**src/rtl/bypass_unit_pkg.sv**
```systemverilog
// Pipeline package shared by the bypass unit: stage bus structs, the
// register index width, and the common "destination matches source" test.
package bypass_unit_pkg;

    localparam int REG_AW = 5;

    typedef struct packed {
        logic [REG_AW-1:0] rs1;
        logic [REG_AW-1:0] rs2;
    } id_ex_bus_t;

    typedef struct packed {
        logic [REG_AW-1:0] rd;
        logic              reg_write;
        logic              mem_read;
    } ex_mem_bus_t;

    typedef struct packed {
        logic [REG_AW-1:0] rd;
        logic              reg_write;
        logic              mem_to_reg;
    } mem_wb_bus_t;

    // A producer matches a consumer only if it writes a real register (x0 never forwards).
    function automatic logic reg_hit(input logic [REG_AW-1:0] rd,
                                     input logic              reg_write,
                                     input logic [REG_AW-1:0] src);
        return reg_write & (rd != '0) & (rd == src);
    endfunction

endpackage

```
**src/rtl/bypass_operand_sel.sv**
```systemverilog
// Forwarding select for one EX operand. MEM holds the younger value and
// wins over WB; a load sitting in MEM is never a forwarding source, so in
// that case a WB match (if any) still drives the operand.
module bypass_operand_sel
    import bypass_unit_pkg::*;
(
    input  logic [REG_AW-1:0] i_src,
    input  logic [REG_AW-1:0] i_mem_rd,
    input  logic              i_mem_reg_write,
    input  logic              i_mem_mem_read,
    input  logic [REG_AW-1:0] i_wb_rd,
    input  logic              i_wb_reg_write,
    input  logic              i_wb_mem_to_reg,
    output logic              o_from_mem,
    output logic              o_from_alu_wb,
    output logic              o_from_ld_wb
);

    logic w_mem_hit;
    logic w_wb_hit;

    // Priority-encoded one-hot-or-zero select; all zero means register-file value.
    always_comb begin
        w_mem_hit     = reg_hit(i_mem_rd, i_mem_reg_write, i_src) & ~i_mem_mem_read;
        w_wb_hit      = reg_hit(i_wb_rd, i_wb_reg_write, i_src);
        o_from_mem    = w_mem_hit;
        o_from_alu_wb = w_wb_hit & ~i_wb_mem_to_reg & ~w_mem_hit;
        o_from_ld_wb  = w_wb_hit &  i_wb_mem_to_reg & ~w_mem_hit;
    end

endmodule

```
**src/rtl/bypass_unit.sv**
```systemverilog
// RAW forwarding select generator for the 5-stage pipeline, plus two
// saturating counters of forwarding events (MEM-sourced and WB-sourced EX
// operands). All selects are combinational; only the counters use the clock.
// Define BYPASS_ASSERT_EN to compile simulation-only select sanity checks.
module bypass_unit
    import bypass_unit_pkg::*;
#(
    parameter int REG_AW = bypass_unit_pkg::REG_AW,
    parameter int CNT_W  = 32
) (
    input  logic              clock,
    input  logic              reset,
    input  id_ex_bus_t        id_ex_bus_in,
    input  ex_mem_bus_t       ex_mem_bus_in,
    input  mem_wb_bus_t       mem_wb_bus_in,
    input  logic [REG_AW-1:0] dec_rs1,
    input  logic [REG_AW-1:0] dec_rs2,
    output logic              bypassAfromMEM,
    output logic              bypassBfromMEM,
    output logic              bypassAfromALUinWB,
    output logic              bypassBfromALUinWB,
    output logic              bypassAfromLDinWB,
    output logic              bypassBfromLDinWB,
    output logic              bypassDecodeAfromWB,
    output logic              bypassDecodeBfromWB,
    output logic [CNT_W-1:0]  fwd_mem_count,
    output logic [CNT_W-1:0]  fwd_wb_count
);

    logic [CNT_W-1:0] r_fwd_mem_count;
    logic [CNT_W-1:0] r_fwd_wb_count;
    logic [1:0]       w_mem_inc;
    logic [2:0]       w_wb_inc;
    logic [CNT_W:0]   w_mem_sum;
    logic [CNT_W:0]   w_wb_sum;
    logic [CNT_W-1:0] w_mem_next;
    logic [CNT_W-1:0] w_wb_next;

    bypass_operand_sel u_sel_a (
        .i_src           (id_ex_bus_in.rs1),
        .i_mem_rd        (ex_mem_bus_in.rd),
        .i_mem_reg_write (ex_mem_bus_in.reg_write),
        .i_mem_mem_read  (ex_mem_bus_in.mem_read),
        .i_wb_rd         (mem_wb_bus_in.rd),
        .i_wb_reg_write  (mem_wb_bus_in.reg_write),
        .i_wb_mem_to_reg (mem_wb_bus_in.mem_to_reg),
        .o_from_mem      (bypassAfromMEM),
        .o_from_alu_wb   (bypassAfromALUinWB),
        .o_from_ld_wb    (bypassAfromLDinWB)
    );

    bypass_operand_sel u_sel_b (
        .i_src           (id_ex_bus_in.rs2),
        .i_mem_rd        (ex_mem_bus_in.rd),
        .i_mem_reg_write (ex_mem_bus_in.reg_write),
        .i_mem_mem_read  (ex_mem_bus_in.mem_read),
        .i_wb_rd         (mem_wb_bus_in.rd),
        .i_wb_reg_write  (mem_wb_bus_in.reg_write),
        .i_wb_mem_to_reg (mem_wb_bus_in.mem_to_reg),
        .o_from_mem      (bypassBfromMEM),
        .o_from_alu_wb   (bypassBfromALUinWB),
        .o_from_ld_wb    (bypassBfromLDinWB)
    );

    // Same-cycle register-file write/read bypass into decode; loads and ALU results alike.
    always_comb begin
        bypassDecodeAfromWB = reg_hit(mem_wb_bus_in.rd, mem_wb_bus_in.reg_write, dec_rs1);
        bypassDecodeBfromWB = reg_hit(mem_wb_bus_in.rd, mem_wb_bus_in.reg_write, dec_rs2);
    end

    // Event increments and saturating next values; the extra sum bit flags overflow.
    always_comb begin
        w_mem_inc  = {1'b0, bypassAfromMEM} + {1'b0, bypassBfromMEM};
        w_wb_inc   = {2'b00, bypassAfromALUinWB} + {2'b00, bypassBfromALUinWB}
                   + {2'b00, bypassAfromLDinWB}  + {2'b00, bypassBfromLDinWB};
        w_mem_sum  = {1'b0, r_fwd_mem_count} + {{(CNT_W-1){1'b0}}, w_mem_inc};
        w_wb_sum   = {1'b0, r_fwd_wb_count}  + {{(CNT_W-2){1'b0}}, w_wb_inc};
        w_mem_next = w_mem_sum[CNT_W] ? '1 : w_mem_sum[CNT_W-1:0];
        w_wb_next  = w_wb_sum[CNT_W]  ? '1 : w_wb_sum[CNT_W-1:0];
    end

    // Counter registers; reset wins over any increment in the same cycle.
    always_ff @(posedge clock) begin
        if (reset) begin
            r_fwd_mem_count <= '0;
            r_fwd_wb_count  <= '0;
        end else begin
            r_fwd_mem_count <= w_mem_next;
            r_fwd_wb_count  <= w_wb_next;
        end
    end

    assign fwd_mem_count = r_fwd_mem_count;
    assign fwd_wb_count  = r_fwd_wb_count;

`ifdef BYPASS_ASSERT_EN
    // Simulation-only sanity checks on the select encoding.
    always @(posedge clock) begin
        if (!reset) begin
            assert ($onehot0({bypassAfromMEM, bypassAfromALUinWB, bypassAfromLDinWB}))
            else $error("%0t bypass A selects not one-hot: mem rd=%0d wb rd=%0d",
                        $time, ex_mem_bus_in.rd, mem_wb_bus_in.rd);
            assert ($onehot0({bypassBfromMEM, bypassBfromALUinWB, bypassBfromLDinWB}))
            else $error("%0t bypass B selects not one-hot: mem rd=%0d wb rd=%0d",
                        $time, ex_mem_bus_in.rd, mem_wb_bus_in.rd);
            assert (!((id_ex_bus_in.rs1 == '0) &&
                      (bypassAfromMEM | bypassAfromALUinWB | bypassAfromLDinWB)))
            else $error("%0t bypass A from x0: mem rd=%0d wb rd=%0d",
                        $time, ex_mem_bus_in.rd, mem_wb_bus_in.rd);
            assert (!((id_ex_bus_in.rs2 == '0) &&
                      (bypassBfromMEM | bypassBfromALUinWB | bypassBfromLDinWB)))
            else $error("%0t bypass B from x0: mem rd=%0d wb rd=%0d",
                        $time, ex_mem_bus_in.rd, mem_wb_bus_in.rd);
            assert (!(((dec_rs1 == '0) && bypassDecodeAfromWB) ||
                      ((dec_rs2 == '0) && bypassDecodeBfromWB)))
            else $error("%0t decode bypass from x0: mem rd=%0d wb rd=%0d",
                        $time, ex_mem_bus_in.rd, mem_wb_bus_in.rd);
        end
    end
`endif

endmodule

```
**config.mk**
```make
export PLATFORM = sky130hd
export DESIGN_NAME = bypass_unit
export DESIGN_NICKNAME = d
export VERILOG_FILES = /design/src/rtl/bypass_unit_pkg.sv /design/src/rtl/bypass_operand_sel.sv /design/src/rtl/bypass_unit.sv
export SDC_FILE = /design/constraint.sdc
export NUM_CORES = 1
export LEC_CHECK = 0
export ABC_AREA = 1
export ABC_CLOCK_PERIOD_IN_PS = 3900
export CAP_MARGIN = 25
export CORE_MARGIN = 3
export CORE_UTILIZATION = 50
export CTS_BUF_LIST = sky130_fd_sc_hd__clkbuf_4
export CTS_CLUSTER_DIAMETER = 80
export DETAILED_ROUTE_END_ITERATION = 6
export GPL_ROUTABILITY_DRIVEN = 1
export GPL_TIMING_DRIVEN = 0
export HOLD_SLACK_MARGIN = 0.06
export PLACE_DENSITY_LB_ADDON = 0.1
export SLEW_MARGIN = 10
export SYNTH_ARGS = -nofsm -noshare
export SYNTH_HDL_FRONTEND = slang
export SYNTH_SLANG_ARGS = --single-unit
```
**constraint.sdc**
```tcl
create_clock -name clock -period 3.9 [get_ports clock]
set_input_delay 0.78 -clock clock [delete_from_list [all_inputs] [get_ports clock]]
set_output_delay 0.78 -clock clock [all_outputs]
set_load 0.02 [all_outputs]
```
# Word level (Yosys, flattened, before mapping)
# Cells that the tools add are included.
[op_classes]
add_sub_neg = 6
eq_ne = 6
muxes = 2
n_bitwise = 22
reduce_logical = 2
[op_table]
columns = ["op", "n"]
rows = [
  ["two-way mux 32 bit", 2],
  ["adder 32 x 2 -> 33 bit", 1],
  ["adder 32 x 3 -> 33 bit", 1],
  ["equality test 5 bit", 6],
  ["bitwise AND 1 bit", 18],
  ["nonzero test 5 bit", 2],
  ["adder 1 x 1 -> 2 bit", 2],
  ["inverter 1 bit", 4],
  ["adder 2 x 1 -> 3 bit", 1],
  ["adder 3 x 1 -> 3 bit", 1],
]
[totals]
ff_bits = 64
elab_cells = 40

# Longest topological paths before layout
# Gate-level depths: netlist of the first run.
[depth]
depth_word = 11
mapped_depth = 21
ltp_nobuf = 21

# Modules after synthesis
# From an unflattened synthesis of the first run, not the netlist that was laid out.
[unflattened]
cells_unflattened = 794
area_unflattened_um2 = 4647.0
[by_module_without_submodules]
columns = ["mod", "n_inst", "cells_each", "area_per_inst_um2"]
rows = [
  ["bypass_unit", 1, 650, 4083.9],
  ["bypass_operand_sel", 2, 72, 281.5],
]

# Worst setup path after synthesis of the first run
# Ideal clock, no wire load.
[synth_path]
kind = "in2reg"
start = "in mem_wb_bus_in[3] (netlist bit)"
end = "reg r_fwd_wb_count[20], in the netlist fwd_wb_count[20]"
setup_time_ns = 0.056
t_arrival_ns = 3.946
setup_slack_ns = -0.102
cell_stages = 21
path_cell_list = "clkbuf_1 -> inv_1 -> nand4_1 -> nand2_1 -> nor3_1 -> nand2_1 -> nor2_1 -> inv_1 -> fa_1 -> fa_1 -> inv_1 -> fa_1 -> inv_1 -> nor2_4 -> nand2_4 -> nor2_8 -> nand3b_4 -> buf_6 -> nand3_2 -> nand2_1 -> inv_1"
[synth_between]
elab_chain_cells = 10
[synth_rtl]
columns = ["element", "line", "text"]
rows = [
  ["start: declaration", "bypass_unit.sv:15", "input mem_wb_bus_t mem_wb_bus_in,"],
  ["nonzero test 5 bit", "bypass_unit_pkg.sv:28", "return reg_write & (rd != '0) & (rd == src);"],
  ["bitwise AND 1 bit", "bypass_unit_pkg.sv:28", ""],
  ["bitwise AND 1 bit *", "bypass_unit_pkg.sv:28", ""],
  ["bitwise AND 1 bit * (2 in a row)", "bypass_operand_sel.sv:27", "o_from_alu_wb = w_wb_hit & ~i_wb_mem_to_reg & ~w_mem_hit;"],
  ["net bypassBfromALUinWB", "bypass_unit.sv:21", "output logic bypassBfromALUinWB,"],
  ["adder 1 x 1 -> 2 bit *", "bypass_unit.sv:74", "w_wb_inc = {2'b00, bypassAfromALUinWB} + {2'b00, bypassBfromALUinWB}"],
  ["adder 2 x 1 -> 3 bit *", "bypass_unit.sv:75", "+ {2'b00, bypassAfromLDinWB} + {2'b00, bypassBfromLDinWB};"],
  ["adder 3 x 1 -> 3 bit *", "bypass_unit.sv:75", ""],
  ["adder 32 x 3 -> 33 bit *", "bypass_unit.sv:77", "w_wb_sum = {1'b0, r_fwd_wb_count} + {{(CNT_W-2){1'b0}}, w_wb_inc};"],
  ["two-way mux 32 bit *", "bypass_unit.sv:79", "w_wb_next = w_wb_sum[CNT_W] ? '1 : w_wb_sum[CNT_W-1:0];"],
  ["end signal: assignment", "bypass_unit.sv:89", "r_fwd_wb_count <= w_wb_next;"],
  ["end: declaration", "bypass_unit.sv:31", "logic [CNT_W-1:0] r_fwd_wb_count;"],
]
# Mark *: on every way through the listed nets, which the timed path passes. The rest lies on a longest branch.
# A chain may end at the register's enable or synchronous reset.

# Final worst setup path of the first run
[layout_path]
start = "in ex_mem_bus_in[6] (netlist bit)"
end = "reg r_fwd_wb_count[28], in the netlist fwd_wb_count[28]"
[layout_between]
elab_chain_cells = 11
[layout_rtl]
columns = ["element", "line", "text"]
rows = [
  ["start: declaration", "bypass_unit.sv:14", "input ex_mem_bus_t ex_mem_bus_in,"],
  ["nonzero test 5 bit", "bypass_unit_pkg.sv:28", ""],
  ["bitwise AND 1 bit (2 in a row)", "bypass_unit_pkg.sv:28", ""],
  ["bitwise AND 1 bit", "bypass_operand_sel.sv:24", "w_mem_hit = reg_hit(i_mem_rd, i_mem_reg_write, i_src) & ~i_mem_mem_read;"],
  ["inverter 1 bit", "bypass_operand_sel.sv:27, bypass_operand_sel.sv:28", ""],
  ["bitwise AND 1 bit", "bypass_operand_sel.sv:27", ""],
  ["adder 1 x 1 -> 2 bit", "bypass_unit.sv:74", ""],
  ["adder 2 x 1 -> 3 bit", "bypass_unit.sv:75", ""],
  ["adder 3 x 1 -> 3 bit *", "bypass_unit.sv:75", ""],
  ["adder 32 x 3 -> 33 bit *", "bypass_unit.sv:77", ""],
  ["two-way mux 32 bit *", "bypass_unit.sv:79", ""],
]
# Every way passes the cells marked *; elsewhere a longest branch is shown, timed or not.

==> results of run 1 <==
flip-flops by register name, indices dropped and copies added (netlist names):
signal,flops
fwd_mem_count,32
fwd_wb_count,32
cells in the mapped netlist:
library cell	n	area, um2
buf_6	6	67.56
nor2_2	2	12.51
fa_1	4	80.08
nand2_4	1	11.26
dfxtp_1	64	1281
a31oi_1	3	18.77
or2_1	1	6.260
xor2_1	15	131.4
clkbuf_1	9	33.78
nor2_4	3	33.78
nand3_1	45	225.2
a31oi_2	2	25.02
buf_2	3	15.01
nor4_1	2	12.51
nand3b_4	1	20.02
a21oi_2	13	113.9
o21ai_1	1	5.000
inv_1	90	337.8
o21ai_0	8	40.04
nand3_2	12	120.1
nand3b_1	16	120.1
nand2_1	225	844.6
o21bai_1	4	30.03
a21oi_1	17	85.08
xnor2_1	30	262.8
ha_1	2	25.02
nor3_1	4	20.02
nand4_1	5	31.28
inv_2	3	11.26
or2_2	2	12.51
nor2_8	1	20.02
nor2_1	109	409.1
nand2_2	4	25.02
area by class of cell:
class	count	share of cell area, %
Clock buffer	10	1.293
Clock inverter	5	0.4310
Buffer	18	2.004
Tap cell	105	2.263
Inverter	93	6.013
Multi-Input combinational cell	532	47.95
Sequential cell	64	22.07
Timing Repair Buffer	103	17.97
per-layer routing:
layer | up-vias | part of all wire [%] | track usage [%]
met1 | 2112 | 42 | 29.18
met2 | 127 | 50 | 43.70
li1 | 2419 | - | -
met4 | 0 | 3.2 | 10.78
met3 | 27 | 5.3 | 4.913
met5 | - | 0 | 0
cells by family (layout without fill, tap and decap cells):
group / after synthesis / in the layout / synth area share [%]
fa+ha+maj: 6 / 6 / 2.342
xor+xnor: 45 / 45 / 8.782
buf+inv: 111 / 229 / 10.37
flops: 64 / 64 / 28.55
compound gates: 48 / 48 / 7.081
simple gates: 433 / 433 / 42.88
per-stage QoR:
step                      worst slack (ns)  setup TNS [ns]  instance area, um2  cells
final                               0.1684               0                5806    930
after global routing             -0.002303       -0.002303                5806    930
after detailed placement           -0.6100          -18.41                5645    913
after global placement             -0.5048          -15.19                5645    913
after floorplan                    0.02641               0                4503    707
after CTS                          0.02673               0                5758    928
cells in the final DEF (no fill, tap or decap), drive strengths merged, types with 17 or more instances in the layout:
cell type,n
dfxtp,64
clkdlybuf4s50,94
inv,93
nand2,230
nand3,57
a21oi,30
nor2,115
xnor2,30
nand3b,17
clkbuf,19
timing repair:
action / in CTS / in global routing
gates resized for setup: 5 / 12
pin swaps: 0 / 1
buffers inserted: 0 / 2
endpoints found under the setup margin: 32 / 32
gates cloned: 0 / 0
tightest hold or removal path: cells and delay by family, from the launching register on:
kind | cells | cell delay, ns
compound gates | 1 | 0.08
flops | 1 | 0.36
simple gates | 1 | 0.09
report_power, final:
group | leakage (nW) | internal [W] | total, W | switching (W)
Combinational | 1.81 | 0.0000562 | 0.000112 | 0.0000555
Sequential | 0.515 | 0.000654 | 0.000654 | 0.000000409
Clock | 0.0571 | 0.000128 | 0.000378 | 0.000249
Total | 2.38 | 0.000839 | 0.00114 | 0.000305
worst max-delay path by stage:
| stage | depth (start not counted) | slack, ns | end | from |
|---|---|---|---|---|
| CTS | 22 | 0.03 | fwd_wb_count[20] | ex_mem_bus_in[5] |
| global route | 19 | -0.002 | fwd_wb_count[22] | ex_mem_bus_in[6] |
| finish | 19 | 0.17 | fwd_wb_count[28] | ex_mem_bus_in[6] |
| floorplan | 21 | 0.03 | fwd_wb_count[20] | mem_wb_bus_in[3] |
| global placement | 22 | -0.50 | fwd_wb_count[25] | ex_mem_bus_in[3] |
| detailed placement | 22 | -0.61 | fwd_wb_count[20] | ex_mem_bus_in[5] |
==> impl_metrics.toml, run 1 <==
[global_route]
grt_start_max_net_pins = 11
grt_pass1_vias = 4439
grt-ovfl-total = 0
track_usage_pct = 24.86
grt_pass1_wl_mm = 20.31
antenna_found_initial = 0

[detailed_routing]
avgViaCountPerCell = 5.038
drcViolationCount = 0
drt-total-wl_mm = 12.41
drtIter0Drc = 158
antenna_left = 0
first_pass_iters = 5
vias = 4685
avgRoutedWirePerCell_um = 13.35

[placed_design]
numPortBuffers = 101
dpl.hpwl_mm = 9.788
globalplace.congestion = 0.9285

[finish]
layout-drive-gt1-share_pct = 9.576
multiInputGateArea_um2 = 2784
fillers = 768
utilization_pct = 68.59
antenna_cells = 0
synthToLayoutAreaGrowth_pct = 29.36
regArea_um2 = 1281
fin_nets = 863

[worst_hold_path]
hold_depth = 2
hp-start = "fwd_wb_count[5]"
hp-class = "reg2reg"
hold_end = "fwd_wb_count[5]"

[clock_tree]
clk_latency_ns = 0.42
cts.path.max_buffers = 2
clk_pin_slew_ns = 0.12
hold_buffers = 0
cts-htree-levels = 3
cts_tree = "built"
cts_made_buffers = 9
cts_sinks = 64
root_buffer = "clkbuf_4"

[synthesis]
ys_seq_area_share_pct = 28.55
yosys_warnings = 0
syn_area_per_cell_um2 = 6.348
synth_cell_types = 33
ys_seq_elements = 64
synthCells = 707
syn_area_um2 = 4488
synth_fp_nets = 749

[worst_setup_path]
arrival_ns = 4.07
worst_setup_path_end_kind = "register"
crit_path_max_incr_delay_ns = 0.53
crit_path_start_kind = "input pin"
reg2reg_depth = 13
path_class = "in2reg"
crit_buf_inv = 4
crit_family = "simple AND/OR/NAND/NOR gates"
required_ns = 4.24
rrSetupSlack_ns = 1.70
cp_max_fo = 4
crit_path_frequent_cell = "nand2_1"
rr_startpoint = "fwd_mem_count[0]"
crit_chain = "clkdlybuf4s50_1 > xnor2_1 > nand2_1 > nor2_1 > nand3_2 > nand2_2 > nor2_4 > inv_1 > fa_1 > fa_2 > inv_2 > fa_2 > nand3_1 > nor2_1 > nand2_1 > nand2_1 > nand3_2 > nand2_1 > inv_1"
critPathSlowestCell = "clkdlybuf4s50_1"
r2r_end = "fwd_mem_count[30]"

[power_and_ir_drop]
p_leak_nw = 2.382
vdd_drop_max_mv = 0.1222
total_power_w = 0.001144
powerDensity_nw_per_um2 = 197.0

[timing]
hold_ws_ns = 0.5776
timing.fmax_mhz = 268.0
worstMarginPinSlew_ns = 0.7752
finalHoldViolations = 0
fin_skew_ns = 0.02157
relSlewSlack_pct = 48.32
slew_viol_final = 0
fin_crit_sh_pct = 95.68
setup_viol = 0
finalCriticalPeriod_ns = 3.732

[floorplan]
die_x_um = 100.7
io_pins = 108
fp.coreArea_um2 = 8464
fp.dieH_um = 100.7
fp-row-count = 33
die-area_um2 = 10150
initial_core_util_pct = 53.02

[run]
drv_cap = 0

[status]
run_status = "finished clean"
(Power assumes the default switching activity.)
==> run 2: changes to the inputs <==
Settings changed: GPL_TIMING_DRIVEN 0 to default, RECOVER_POWER from default to 100.
==> run 2 against run 1 <==
Via count up 4.8%. Die area unchanged. Critical path depth is 1 higher. Maximum frequency barely moved. Final cell count up 3.0%. Non-clock buffer count up 29. Cell area rose by 3.7%. Sequential cell count did not move. Highest routed layer unchanged.
==> impl_metrics.toml, run 2 (synthesis gave the netlist of run 1 again) <==
[status]
run_status = "finished clean"

[timing]
timing.fmax_mhz = 268.2
fin_skew_ns = 0.01667
finalSetupTns_ns = 0
fin_crit_sh_pct = 95.59
setup_viol = 0
worstMarginPinSlew_ns = 0.5166
relSlewSlack_pct = 65.56
finalCriticalPeriod_ns = 3.728
slew_viol_final = 0
finalHoldViolations = 0

[finish]
layout_commonest_cell = "nand2_1"
antenna_cells = 0
fillers = 768
utilization_pct = 71.13
synthToLayoutAreaGrowth_pct = 34.15
fin_nets = 892
layout_common_cells = "nand2_1 (225), nor2_1 (108), inv_1 (89)"
layout-drive-gt1-share_pct = 10.32

[floorplan]
initial_core_util_pct = 53.02
fp.dieH_um = 100.7
die-area_um2 = 10150
die_x_um = 100.7
fp-row-count = 33
fp.coreArea_um2 = 8464
io_pins = 108

[detailed_routing]
avgViaCountPerCell = 5.125
vias = 4910
first_pass_iters = 4
antenna_left = 0
drcViolationCount = 0
avgRoutedWirePerCell_um = 13.48
drt-total-wl_mm = 12.92
drtIter0Drc = 197

[placed_design]
numPortBuffers = 107
globalplace.congestion = 0.9248
dpl.hpwl_mm = 10.14

[power_and_ir_drop]
p_comb_share_pct = 10.6
intPower_w = 0.0009070
total_power_w = 0.001204
powerDensity_nw_per_um2 = 200.0
vdd_drop_max_mv = 0.1479
sequentialPowerShare_pct = 54.3
p_sw_share_pct = 24.70
p_clk_share_pct = 35.1
p_leak_nw = 2.739
switchingPower_w = 0.0002975

[worst_setup_path]
rrSetupSlack_ns = 1.55
crit_path_max_incr_delay_ns = 0.55
worst_setup_path_end_kind = "register"
cp_max_fo = 23
r2r_end = "fwd_mem_count[30]"
rr_startpoint = "fwd_mem_count[0]"
required_ns = 4.26
crit_path_start_kind = "input pin"
arrival_ns = 4.09
crit_buf_inv = 6
crit_chain = "clkdlybuf4s50_1 > xnor2_1 > nand2_1 > nor3_2 > nand2_4 > nor2_4 > inv_1 > fa_1 > fa_2 > inv_2 > fa_2 > inv_1 > nor2_4 > nand2_4 > nor2_8 > nand3b_4 > buf_12 > nand3_1 > nand2_1 > inv_1"
critPathSlowestCell = "clkdlybuf4s50_1"
reg2reg_depth = 13
path_class = "in2reg"
crit_path_frequent_cell = "inv_1"
crit_family = "simple AND/OR/NAND/NOR gates"

[worst_hold_path]
hp-class = "reg2reg"
hold_depth = 2
hold_end = "fwd_wb_count[5]"
hp-start = "fwd_wb_count[5]"

[clock_tree]
cts_setup_buffers = 0
cts_sinks = 64
clk_latency_ns = 0.40
cts.path.max_buffers = 2
cts_made_buffers = 9
cts_tree = "built"
cts-htree-levels = 3
root_buffer = "clkbuf_4"
clk_pin_slew_ns = 0.12

[global_route]
grt_pass1_wl_mm = 21.37
grt_start_max_net_pins = 35
antenna_found_initial = 0
grt_pass1_vias = 4750
track_usage_pct = 26.04
grt-ovfl-total = 0

[run]
drv_cap = 0
run 2: cell count changes in the layout (fill, tap and decap cells not counted), sizes merged:
| cell | before | now |
|---|---|---|
| bufinv | 0 | 1 |
| dlymetal6s2s | 7 | 6 |
| buf | 11 | 39 |
| clkdlybuf4s50 | 94 | 26 |
| dlygate4sd3 | 0 | 71 |
| dlygate4sd2 | 0 | 3 |
| clkbuf | 19 | 14 |
| inv | 93 | 92 |
run 2: worst max-delay path by stage:
stage | to | slack [ns] | from | cells after the start
final | fwd_wb_count[19] | 0.17 | id_ex_bus_in[4] | 20
after global routing | fwd_wb_count[24] | -0.005 | id_ex_bus_in[4] | 20
after CTS | fwd_wb_count[26] | 0.01 | mem_wb_bus_in[4] | 21
after detailed placement | fwd_wb_count[19] | -0.48 | mem_wb_bus_in[2] | 21
after global placement | fwd_wb_count[30] | -0.31 | mem_wb_bus_in[3] | 21
after floorplan | fwd_wb_count[20] | 0.03 | mem_wb_bus_in[3] | 21
run 2: per-layer routing:
layer,track usage [%],share of wire (%),wire length [um],vias up
met1,31.47,42,5410,2233
met3,3.114,4.9,638,42
met5,0,0,0,-
met2,46.23,49,6368,158
li1,-,-,-,2477
met4,11.19,3.8,497,0
run 2: stage by stage:
| stage | hold slack, ns | worst slack (ns) | cell area (um2) | std cells |
|---|---|---|---|---|
| after floorplan | 0.6073 | 0.02641 | 4503 | 707 |
| after global placement | 0.5493 | -0.3149 | 5929 | 943 |
| after detailed placement | 0.5606 | -0.4766 | 5929 | 943 |
| after CTS | 0.5750 | 0.01012 | 6048 | 957 |
| after global routing | 0.5976 | -0.005457 | 6021 | 958 |
| final | 0.5602 | 0.1718 | 6021 | 958 |
run 2: power groups by stage:
stage | Sequential, W | Clock [W] | Combinational, W
global route | 0.000655 | 0.000460 | 0.000138
global placement | 0.000669 | 0 | 0.000122
finish | 0.000654 | 0.000423 | 0.000127
floorplan | 0.000670 | 0 | 0.0000571
CTS | 0.000654 | 0.000432 | 0.000125
detailed placement | 0.000669 | 0 | 0.000125
run 2: layout make-up:
cell class	count	area (um2)	share of cell area, %
clock buffers	9	67.56	1.122
repair buffers	150	1434	23.82
well taps	105	131.4	2.182
clock inverters	5	50.05	0.8313
flip-flops and latches	64	1281	21.28
inverters	93	349.1	5.798
multi-input cells	532	2708	44.97
run 2: what timing repair did:
| action | CTS | global route |
|---|---|---|
| pin swaps | 1 | 3 |
| endpoints found under the setup margin | 14 | 33 |
| hold buffers | 0 | 0 |
| resized for setup | 5 | 14 |
run 2: worst register-to-register path, cell delays in order, from the launching register on:
cell and delay (ns):
dfxtp_1 0.34, inv_1 0.05, fa_1 0.40, inv_1 0.11, ha_1 0.21, nand3_1 0.16
clkinv_1 0.07, nand2_1 0.14, nor2_1 0.18, nand2_1 0.09, clkbuf_2 0.29, nand3_1 0.17
nand2_1 0.06, inv_1 0.05
==> run 3: changes to the inputs <==
Settings changed: CORE_UTILIZATION 50 to 25, GPL_ROUTABILITY_DRIVEN 1 to default.
==> run 3 against run 2 <==
Maximum frequency shrank 0.17%. Utilization shrank 35 points. Routed wire length is 10% higher. Die area up 93%. Combinational power about the same. Clock power decreased by 5.4%. Setup slack worse by 0.0065 ns. Sequential share of layout area shrank 0.85 points. Hold slack better by 0.016 ns. Power decreased by 1.7%. First-iteration DRC count grew 1.0%. Critical path type unchanged. Critical endpoint is now fwd_wb_count[11]. Largest power group unchanged.
==> impl_metrics.toml, run 3 (synthesis gave the netlist of run 1 again) <==
[status]
run_status = "finished clean"

[timing]
rsz0062_at_grt = "no"
relSlewSlack_pct = 67.07
worstMarginPinSlew_ns = 0.4940
slew_viol_final = 0
worst_slack_ns = 0.1653
finalCriticalPeriod_ns = 3.735
setup_viol = 0
timing.fmax_mhz = 267.8
fin_skew_ns = 0.01752
finalHoldViolations = 0
fin_crit_sh_pct = 95.76

[global_route]
grt_start_max_net_pins = 35
grt_pass1_vias = 4700
antenna_found_initial = 0
grt_pass1_wl_mm = 23.27
grt-ovfl-total = 0
track_usage_pct = 14.46

[run]
drv_cap = 0

[clock_tree]
cts_made_buffers = 9
cts.path.max_buffers = 2
root_buffer = "clkbuf_4"
cts-htree-levels = 3
clk_latency_ns = 0.45
hold_buffers = 0
cts_sinks = 64
clk_pin_slew_ns = 0.11
cts_tree = "built"

[worst_setup_path]
crit_buf_inv = 5
critPathSlowestCell = "clkdlybuf4s50_1"
crit_path_start_kind = "input pin"
crit_chain = "clkdlybuf4s50_1 > xnor2_1 > nand3_1 > nor3_2 > nand2_2 > nor2_4 > inv_1 > fa_1 > fa_2 > inv_2 > fa_2 > inv_1 > nor2_4 > nand2_2 > nor2_8 > nand3b_4 > buf_4 > a21oi_2"
crit_path_max_incr_delay_ns = 0.52
r2r_end = "fwd_mem_count[16]"
arrival_ns = 4.12
worst_setup_path_end_kind = "register"
required_ns = 4.28
rr_startpoint = "fwd_mem_count[0]"
crit_family = "adder cells"
rrSetupSlack_ns = 1.66
reg2reg_depth = 13
path_class = "in2reg"
cp_max_fo = 11

[floorplan]
initial_core_util_pct = 25.77
fp.coreArea_um2 = 17420
fp-row-count = 48
die_x_um = 140.0
fp.dieH_um = 140.0
die-area_um2 = 19600
io_pins = 108

[detailed_routing]
avgViaCountPerCell = 4.345
vias = 4736
drtIter0Drc = 199
drt-total-wl_mm = 14.21
antenna_left = 0
first_pass_iters = 4
drcViolationCount = 0
avgRoutedWirePerCell_um = 13.04

[placed_design]
dpl.hpwl_mm = 11.30
numPortBuffers = 107
globalplace.congestion = 0.8138
place_inst = 1071
post-place-ws_ns = -0.4908
place_area_um2 = 6142

[worst_hold_path]
hp-start = "fwd_wb_count[5]"
hold_depth = 2
hold_end = "fwd_wb_count[5]"
hp-class = "reg2reg"

[power_and_ir_drop]
powerDensity_nw_per_um2 = 188.8
p_leak_nw = 2.830
vdd_drop_max_mv = 0.1418

[finish]
layout-drive-gt1-share_pct = 13.18
antenna_cells = 0
stdcell_count = 1090
layout_commonest_cell = "nand2_1"
multiInputGateArea_um2 = 2743
fillers = 1909
layout_common_cells = "nand2_1 (226), nor2_1 (106), inv_1 (89)"
regArea_um2 = 1281
stdcell_area_um2 = 6272
fin_nets = 903
synthToLayoutAreaGrowth_pct = 39.75
==> run 3: cell types whose count changed in the layout (fill, tap and decap cells not counted), sizes merged <==
cell / before / now
clkbuf: 14 / 15
buf: 39 / 51
bufinv: 1 / 0
dlygate4sd2: 3 / 0
dlymetal6s2s: 6 / 10
clkdlybuf4s50: 26 / 25
==> run 3: worst max-delay path by stage <==
stage	from	endpoint	slack (ns)	depth (start not counted)
after floorplan	mem_wb_bus_in[3]	fwd_wb_count[20]	0.03	21
after detailed placement	mem_wb_bus_in[4]	fwd_wb_count[22]	-0.49	20
after CTS	mem_wb_bus_in[4]	fwd_wb_count[28]	0.005	21
after global routing	ex_mem_bus_in[2]	fwd_wb_count[22]	0.004	21
final	id_ex_bus_in[3]	fwd_wb_count[11]	0.17	18
after global placement	mem_wb_bus_in[5]	fwd_wb_count[22]	-0.49	18
==> run 3: routing by layer <==
| layer | share of wire [%] | GRT usage, % | vias to the layer above |
|---|---|---|---|
| met5 | 0 | 0 | - |
| met4 | 1.9 | 4.437 | 0 |
| met3 | 3.6 | 2.936 | 18 |
| met2 | 46 | 23.75 | 104 |
| met1 | 48 | 19.16 | 2118 |
| li1 | - | - | 2496 |
==> run 3: stage by stage <==
step                hold WS [ns]  util [%]  TNS, ns  total power, W
finish                    0.5761     36.01        0        0.001184
global route              0.5989     36.01        0        0.001243
CTS                       0.5888     35.91        0        0.001212
detailed placement        0.5649     35.27   -13.72       0.0007992
global placement          0.5583     35.11   -13.82       0.0007957
floorplan                 0.6073         -        0       0.0007275
==> run 3: power breakdown <==
part	internal [W]	switching [W]	total, W
registers	0.000654	0.000000361	0.000654
logic	0.0000713	0.0000590	0.000130
clock network	0.000139	0.000261	0.000400
total	0.000864	0.000320	0.00118
==> run 3: repair_timing <==
action	in CTS	in global routing
buffers inserted	0	3
resized for setup	2	23
pin swaps	0	10
endpoints found under the setup margin	1	32
cloned	0	1
==> run 3: worst reg2reg max path, stage by stage, from the launching register on <==
cell and delay [ns]:
dfxtp_1 0.34, inv_1 0.05, fa_1 0.39, inv_1 0.12, ha_1 0.18, nand3_1 0.16, clkinv_1 0.08, nand2_1 0.14
nor2_1 0.18, nand2_1 0.11, clkbuf_2 0.24, nand3_1 0.11, nand2_1 0.05, inv_1 0.06
==> run 3: area by class of cell <==
| type | count | area share, % |
|---|---|---|
| clock buffer | 11 | 1.317 |
| clock inverter | 4 | 0.3591 |
| inverter | 93 | 5.566 |
| multi-input combinational | 532 | 43.73 |
| sequential | 64 | 20.43 |
| tap | 225 | 4.488 |
| timing repair buffer | 161 | 24.12 |
